--- src/rtl/mem_port_arbiter_if.sv ---
// Bundle between the CPU I/D request ports, the shared memory port and the stall line.
// Latency and backpressure are set by the arbiter: each request is held until its ack, and stall covers the wait.
interface mem_port_arbiter_if #(
  parameter int AW = 32,
  parameter int DW = 32
);
  logic          i_req;
  logic [AW-1:0] i_addr;
  logic [DW-1:0] i_rdata;
  logic          i_ack;
  logic          d_req;
  logic          d_we;
  logic [AW-1:0] d_addr;
  logic [DW-1:0] d_wdata;
  logic [DW-1:0] d_rdata;
  logic          d_ack;
  logic          m_en;
  logic          m_we;
  logic [AW-1:0] m_addr;
  logic [DW-1:0] m_wdata;
  logic [DW-1:0] m_rdata;
  logic          stall;

  // Arbiter side
  modport slave (
    input  i_req, i_addr, d_req, d_we, d_addr, d_wdata, m_rdata,
    output i_rdata, i_ack, d_rdata, d_ack, m_en, m_we, m_addr, m_wdata, stall
  );

  // Pipeline/memory side
  modport master (
    output i_req, i_addr, d_req, d_we, d_addr, d_wdata, m_rdata,
    input  i_rdata, i_ack, d_rdata, d_ack, m_en, m_we, m_addr, m_wdata, stall
  );
endinterface

--- src/rtl/mem_port_arbiter.sv ---
// Arbitrates I-fetch and D-access onto one single-port memory, D-priority with a bounded D burst.
// Grant edge -> m_en for LAT cycles -> one-cycle ack; requesters hold req and see stall until acked.
module mem_port_arbiter #(
  parameter int AW      = 32,
  parameter int DW      = 32,
  parameter int LAT     = 2,
  parameter int D_BURST = 2
) (
  input  logic               clk,
  input  logic               clrn,
  mem_port_arbiter_if.slave  bus
);

  localparam logic [3:0] CNT_LOAD  = 4'(LAT - 1);
  localparam logic [1:0] BURST_MAX = 2'(D_BURST);

  typedef enum logic [1:0] {IDLE, BUSY, DONE} state_t;

  state_t        state;
  logic          owner_d;
  logic [3:0]    cnt;
  logic [1:0]    dstreak;

  logic          grant_i;
  logic          sel_we;
  logic [AW-1:0] sel_addr;
  logic [DW-1:0] sel_wdata;
  logic [1:0]    streak_nxt;

  always_comb begin
    grant_i    = bus.i_req && (!bus.d_req || (dstreak == BURST_MAX));
    sel_addr   = grant_i ? bus.i_addr : bus.d_addr;
    // A fetch leaves the write-data register untouched.
    sel_wdata  = grant_i ? bus.m_wdata : bus.d_wdata;
    sel_we     = !grant_i && bus.d_we;
    streak_nxt = '0;
    if (!grant_i && bus.i_req) begin
      streak_nxt = (dstreak == BURST_MAX) ? dstreak : dstreak + 2'd1;
    end
  end

  assign bus.stall = (bus.i_req & ~bus.i_ack) | (bus.d_req & ~bus.d_ack);

  always_ff @(posedge clk or negedge clrn) begin
    if (!clrn) begin
      state       <= IDLE;
      cnt         <= '0;
      owner_d     <= 1'b0;
      dstreak     <= '0;
      bus.m_en    <= 1'b0;
      bus.m_we    <= 1'b0;
      bus.m_addr  <= '0;
      bus.m_wdata <= '0;
      bus.i_rdata <= '0;
      bus.d_rdata <= '0;
      bus.i_ack   <= 1'b0;
      bus.d_ack   <= 1'b0;
    end else begin
      bus.i_ack <= 1'b0;
      bus.d_ack <= 1'b0;
      case (state)
        IDLE: begin
          if (bus.i_req || bus.d_req) begin
            owner_d     <= !grant_i;
            dstreak     <= streak_nxt;
            bus.m_addr  <= sel_addr;
            bus.m_wdata <= sel_wdata;
            bus.m_we    <= sel_we;
            bus.m_en    <= 1'b1;
            cnt         <= CNT_LOAD;
            state       <= BUSY;
          end
        end
        BUSY: begin
          if (cnt != 4'd0) begin
            cnt <= cnt - 4'd1;
          end else begin
            state    <= DONE;
            bus.m_en <= 1'b0;
            bus.m_we <= 1'b0;
            if (owner_d) begin
              if (!bus.m_we) bus.d_rdata <= bus.m_rdata;
              bus.d_ack <= 1'b1;
            end else begin
              bus.i_rdata <= bus.m_rdata;
              bus.i_ack   <= 1'b1;
            end
          end
        end
        DONE:    state <= IDLE;
        default: state <= IDLE;
      endcase
    end
  end

endmodule

--- src/flat_wrapper.sv ---
// flat-port wrapper written by rule: the top's interface ports become plain ports
module mem_port_arbiter_flat 
#(
  parameter int AW      = 32,
  parameter int DW      = 32,
  parameter int LAT     = 2,
  parameter int D_BURST = 2
)
  (clk, clrn, bus_i_req, bus_i_addr, bus_d_req, bus_d_we, bus_d_addr, bus_d_wdata, bus_m_rdata, bus_i_rdata, bus_i_ack, bus_d_rdata, bus_d_ack, bus_m_en, bus_m_we, bus_m_addr, bus_m_wdata, bus_stall);
  mem_port_arbiter_if #(.AW(AW), .DW(DW)) bus_i ();
  input  logic clk;
  input  logic clrn;
  input wire logic [$bits(bus_i.i_req)-1:0] bus_i_req;
  input wire logic [$bits(bus_i.i_addr)-1:0] bus_i_addr;
  input wire logic [$bits(bus_i.d_req)-1:0] bus_d_req;
  input wire logic [$bits(bus_i.d_we)-1:0] bus_d_we;
  input wire logic [$bits(bus_i.d_addr)-1:0] bus_d_addr;
  input wire logic [$bits(bus_i.d_wdata)-1:0] bus_d_wdata;
  input wire logic [$bits(bus_i.m_rdata)-1:0] bus_m_rdata;
  output wire logic [$bits(bus_i.i_rdata)-1:0] bus_i_rdata;
  output wire logic [$bits(bus_i.i_ack)-1:0] bus_i_ack;
  output wire logic [$bits(bus_i.d_rdata)-1:0] bus_d_rdata;
  output wire logic [$bits(bus_i.d_ack)-1:0] bus_d_ack;
  output wire logic [$bits(bus_i.m_en)-1:0] bus_m_en;
  output wire logic [$bits(bus_i.m_we)-1:0] bus_m_we;
  output wire logic [$bits(bus_i.m_addr)-1:0] bus_m_addr;
  output wire logic [$bits(bus_i.m_wdata)-1:0] bus_m_wdata;
  output wire logic [$bits(bus_i.stall)-1:0] bus_stall;
  assign bus_i.i_req = bus_i_req;
  assign bus_i.i_addr = bus_i_addr;
  assign bus_i.d_req = bus_d_req;
  assign bus_i.d_we = bus_d_we;
  assign bus_i.d_addr = bus_d_addr;
  assign bus_i.d_wdata = bus_d_wdata;
  assign bus_i.m_rdata = bus_m_rdata;
  assign bus_i_rdata = bus_i.i_rdata;
  assign bus_i_ack = bus_i.i_ack;
  assign bus_d_rdata = bus_i.d_rdata;
  assign bus_d_ack = bus_i.d_ack;
  assign bus_m_en = bus_i.m_en;
  assign bus_m_we = bus_i.m_we;
  assign bus_m_addr = bus_i.m_addr;
  assign bus_m_wdata = bus_i.m_wdata;
  assign bus_stall = bus_i.stall;
  mem_port_arbiter #(.AW(AW), .DW(DW), .LAT(LAT), .D_BURST(D_BURST)) u_core (.clk(clk), .clrn(clrn), .bus(bus_i));
endmodule
--- config.mk ---
export PLATFORM = sky130hd
export DESIGN_NAME = mem_port_arbiter_flat
export DESIGN_NICKNAME = d
export VERILOG_FILES = /design/src/rtl/mem_port_arbiter_if.sv /design/src/rtl/mem_port_arbiter.sv /design/src/flat_wrapper.sv
export SDC_FILE = /design/constraint.sdc
export NUM_CORES = 1
export LEC_CHECK = 0
export ABC_CLOCK_PERIOD_IN_PS = 2650
export CAP_MARGIN = 20
export CORE_MARGIN = 2
export CORE_UTILIZATION = 42
export DETAILED_ROUTE_END_ITERATION = 8
export PLACE_DENSITY = 0.93
export SLEW_MARGIN = 0
export SYNTH_ARGS = -nofsm -noshare
export SYNTH_HDL_FRONTEND = slang
export SYNTH_SLANG_ARGS = --single-unit
--- constraint.sdc ---
create_clock -name clk -period 2.65 [get_ports clk]
set_input_delay 0.265 -clock clk [delete_from_list [all_inputs] [get_ports clk]]
set_output_delay 0.265 -clock clk [all_outputs]
set_load 0.05 [all_outputs]
==> flow_metrics.tcl <==
set metrics [dict create \
    run_status "completed" \
    tightest_slew_ns 0.6401 \
    p_int_mw 7.911 \
    tns_ns 0 \
    cp_num_buf_inv 2 \
    grt_pass1_vias 5257 \
    clk_pin_slew_ns 0.06 \
    initial_core_util 0.4279 \
    endpoint "u_core.bus.i_rdata[1]$_DFFE_PN0P_" \
    core_area_sq_mm 0.01377 \
    ff_latch_area_sq_mm 0.003528 \
    grt_overflow 0 \
    cts_buffer_depth 2 \
    r2r_slack_ns 0.28 \
    fill_cells 986 \
    syn_to_final_growth_pct 58.90 \
    skew_ns 0.007748 \
    setup.worst_path.start_class "register" \
    antenna_left 0 \
    end_kind "register" \
    r2r-start "u_core.cnt[0]$_DFFE_PN0P_" \
    cts_setup_buffers 0 \
    max_freq_mhz 421.3 \
    antenna_cells 0 \
    cts-root-buf "clkbuf_16" \
    setup_viol 0 \
    avgViaCountPerCell 5.291 \
    ys_top_cells_by_area "dfrtp_1 60%, mux2_2 12%, mux2_4 7.4%, o21ai_0 3.5%, a31oi_1 3.4%" \
    crit_family "simple AND/OR/NAND/NOR gates" \
    io_buffers 265 \
    post-dp-hpwl_mm 12.31 \
    crit_type "register to register" \
    period_share 0.8957 \
    antenna_found_initial 0 \
    syn_avg_cell_area_sq_um 13.01 \
    cts_buffers 17 \
    dieWidth_um 122.5 \
    cp_data_arrival_time_ns 2.66 \
    period_needed_ns 2.374 \
    finalWorstSetupSlack_ns 0.2763 \
    leakage_nw 3.931 \
    p_clk_frac 0.166 \
    rows 43 \
    grt_pass1_wl_mm 26.26 \
    synth_largest_area_cell "dfrtp_1" \
    cts.sinks 141 \
    switchingPower_mw 6.787 \
    crit_required_ns 2.94 \
    cp-startpoint "u_core.cnt[0]$_DFFE_PN0P_" \
    io_pins 266 \
    ys_ff_latch 141 \
    first_pass_iters 4 \
    p_comb_frac 0.569 \
    worstPathCellList "inv_1 > ha_1 > nand2b_4 > or4_2 > buf_4 > mux2_1" \
    wl_mm 16.79 \
    holdWs_ns 0.4108 \
    wl_per_cell_um 18.49 \
    grt_max_degree 66 \
    slew_violations 0 \
    synth.net_count 589 \
    mostFrequentLayoutCells "263 x clkdlybuf4s50_1, 141 x dfrtp_1, 62 x mux2_2" \
    finalHoldViolCount 0 \
    design.die.area_sq_mm 0.01500 \
    drc 0 \
    switching_share 0.4618 \
    multi_input_area_sq_mm 0.002188 \
    drt-initial-drc-count 300 \
    synth_top_area_frac 0.5987 \
    drive_gt1_frac 0.1964 \
    path_depth 6 \
    crit_path_top_delay_cell "or4_2" \
    synthesis.area_sq_mm 0.005893 \
    powerDensity_mw_per_mm2 1570 \
    num_vias 4804 \
    cts_tree "done" \
    place.gp.congestion 0.7844 \
    cts_resized 0 \
    synth_warnings 0 \
    hold_class "input pin to asynchronous set/reset pin" \
    worstSkewPairLatency_ns 0.41 \
    ir_drop_mv 0.9402 \
    pwr-share-seq 0.266 \
    synth_cell_type_count 30 \
    worstReg2RegEnd "u_core.bus.i_rdata[1]$_DFFE_PN0P_" \
    synth_seq_area_share 0.5987 \
    final_common_cell "clkdlybuf4s50_1" \
    crit_fanout 33 \
    preCtsSetupSlack_ns 0.2977 \
    postSynthCellCount 453 \
    rsz0062_at_grt "no" \
    grt_usage 0.2268 \
    relSlewSlack 0.5728 \
    max_stage_delay_ns 0.61 \
    cap_viol_max_count 0 \
    nets 851 \
    htree_levels 4 \
    reg2reg_depth 6 \
    die_h_um 122.5 \
]
-- through the flow --
step             util  instance area [sq um]  total power, mW  cells
2_1_floorplan       -                   5893            9.355    453
3_3_place_gp   0.6348                   8743            12.02    875
3_5_place_dp   0.6348                   8743            12.31    875
4_1_cts        0.6799                   9364            14.80    908
5_1_grt        0.6799                   9364            15.34    908
6_report       0.6799                   9364            14.70    908
-- timing repair --
item	CTS	global route
hold buffers	1	0
hold endpoints to repair	63	0
endpoints found under the setup margin	0	0
-- cells in the mapped netlist --
cell      count
a31oi_1      32
mux2i_1       2
nor2_1        5
buf_6         3
nor4_2        1
ha_1          3
or4_1         1
nand2_1       2
inv_1         8
o22ai_1       2
or2_2         3
dfrtp_1     141
o21a_1        1
a211oi_1      1
nand4_1       1
clkbuf_1     20
a21oi_1      35
nand4b_1      1
mux2_4       29
nand2b_1      3
nor2b_1       2
o21ai_0      41
nand2b_4      1
buf_2        11
and2_1        1
mux2_2       62
nor3_1        1
nand3_1      34
o41ai_1       1
mux2_1        5
-- per-layer routing --
metal / GRT usage / share of wire / vias up
met5: 0 / 0 / -
met4: 0.09626 / 0.024 / 0
met3: 0.07946 / 0.088 / 31
met2: 0.4049 / 0.53 / 224
met1: 0.2422 / 0.36 / 2381
li1: - / - / 2168
-- cells by family after synthesis --
group           share of synthesized area
flops                              0.5987
compound gates                     0.1047
mux                                0.2053
simple gates                      0.05202
buf+inv                           0.03291
fa+ha+maj                        0.006370
-- worst min-delay path by stage --
stage / startpoint / end / slack, ns / cells past startpoint
2_1_floorplan: clrn / u_core.bus.d_ack$_DFF_PN0_ / -0.03 / 0
3_3_place_gp: clrn / u_core.bus.d_rdata[10]$_DFFE_PN0P_ / 0.28 / 1
3_5_place_dp: clrn / u_core.bus.d_rdata[6]$_DFFE_PN0P_ / 0.30 / 1
4_1_cts: bus_i_addr[7] / u_core.bus.m_addr[7]$_DFFE_PN0P_ / 0.41 / 3
5_1_grt: bus_i_addr[18] / u_core.bus.m_addr[18]$_DFFE_PN0P_ / 0.43 / 3
6_report: clrn / u_core.bus.d_rdata[6]$_DFFE_PN0P_ / 0.41 / 2
-- power groups by stage --
stage / logic (mW) / clock network, mW / registers (mW)
6_report: 8.36 / 2.43 / 3.91
5_1_grt: 8.73 / 2.57 / 4.03
4_1_cts: 8.42 / 2.48 / 3.91
3_5_place_dp: 8.39 / 0 / 3.92
3_3_place_gp: 8.18 / 0 / 3.84
2_1_floorplan: 2.01 / 0 / 7.35
-- layout make-up --
type	count	area share
multi-input cells	270	0.2337
inverters	8	0.003207
clock buffers	22	0.05064
well taps	180	0.02405
flip-flops and latches	141	0.3768
repair buffers	277	0.2970
clock inverters	10	0.01456
-- sequential cells by signal (all words and copies together), names as in the netlist --
name                count
u_core.bus.d_rdata     32
u_core.bus.i_rdata     32
u_core.bus.m_addr      32
u_core.bus.m_wdata     32
u_core.cnt              4
u_core.dstreak          2
u_core.state            2
u_core.bus.d_ack        1
u_core.bus.i_ack        1
u_core.bus.m_en         1
u_core.bus.m_we         1
u_core.owner_d          1
Note: power is estimated with default switching activity, not from simulation.
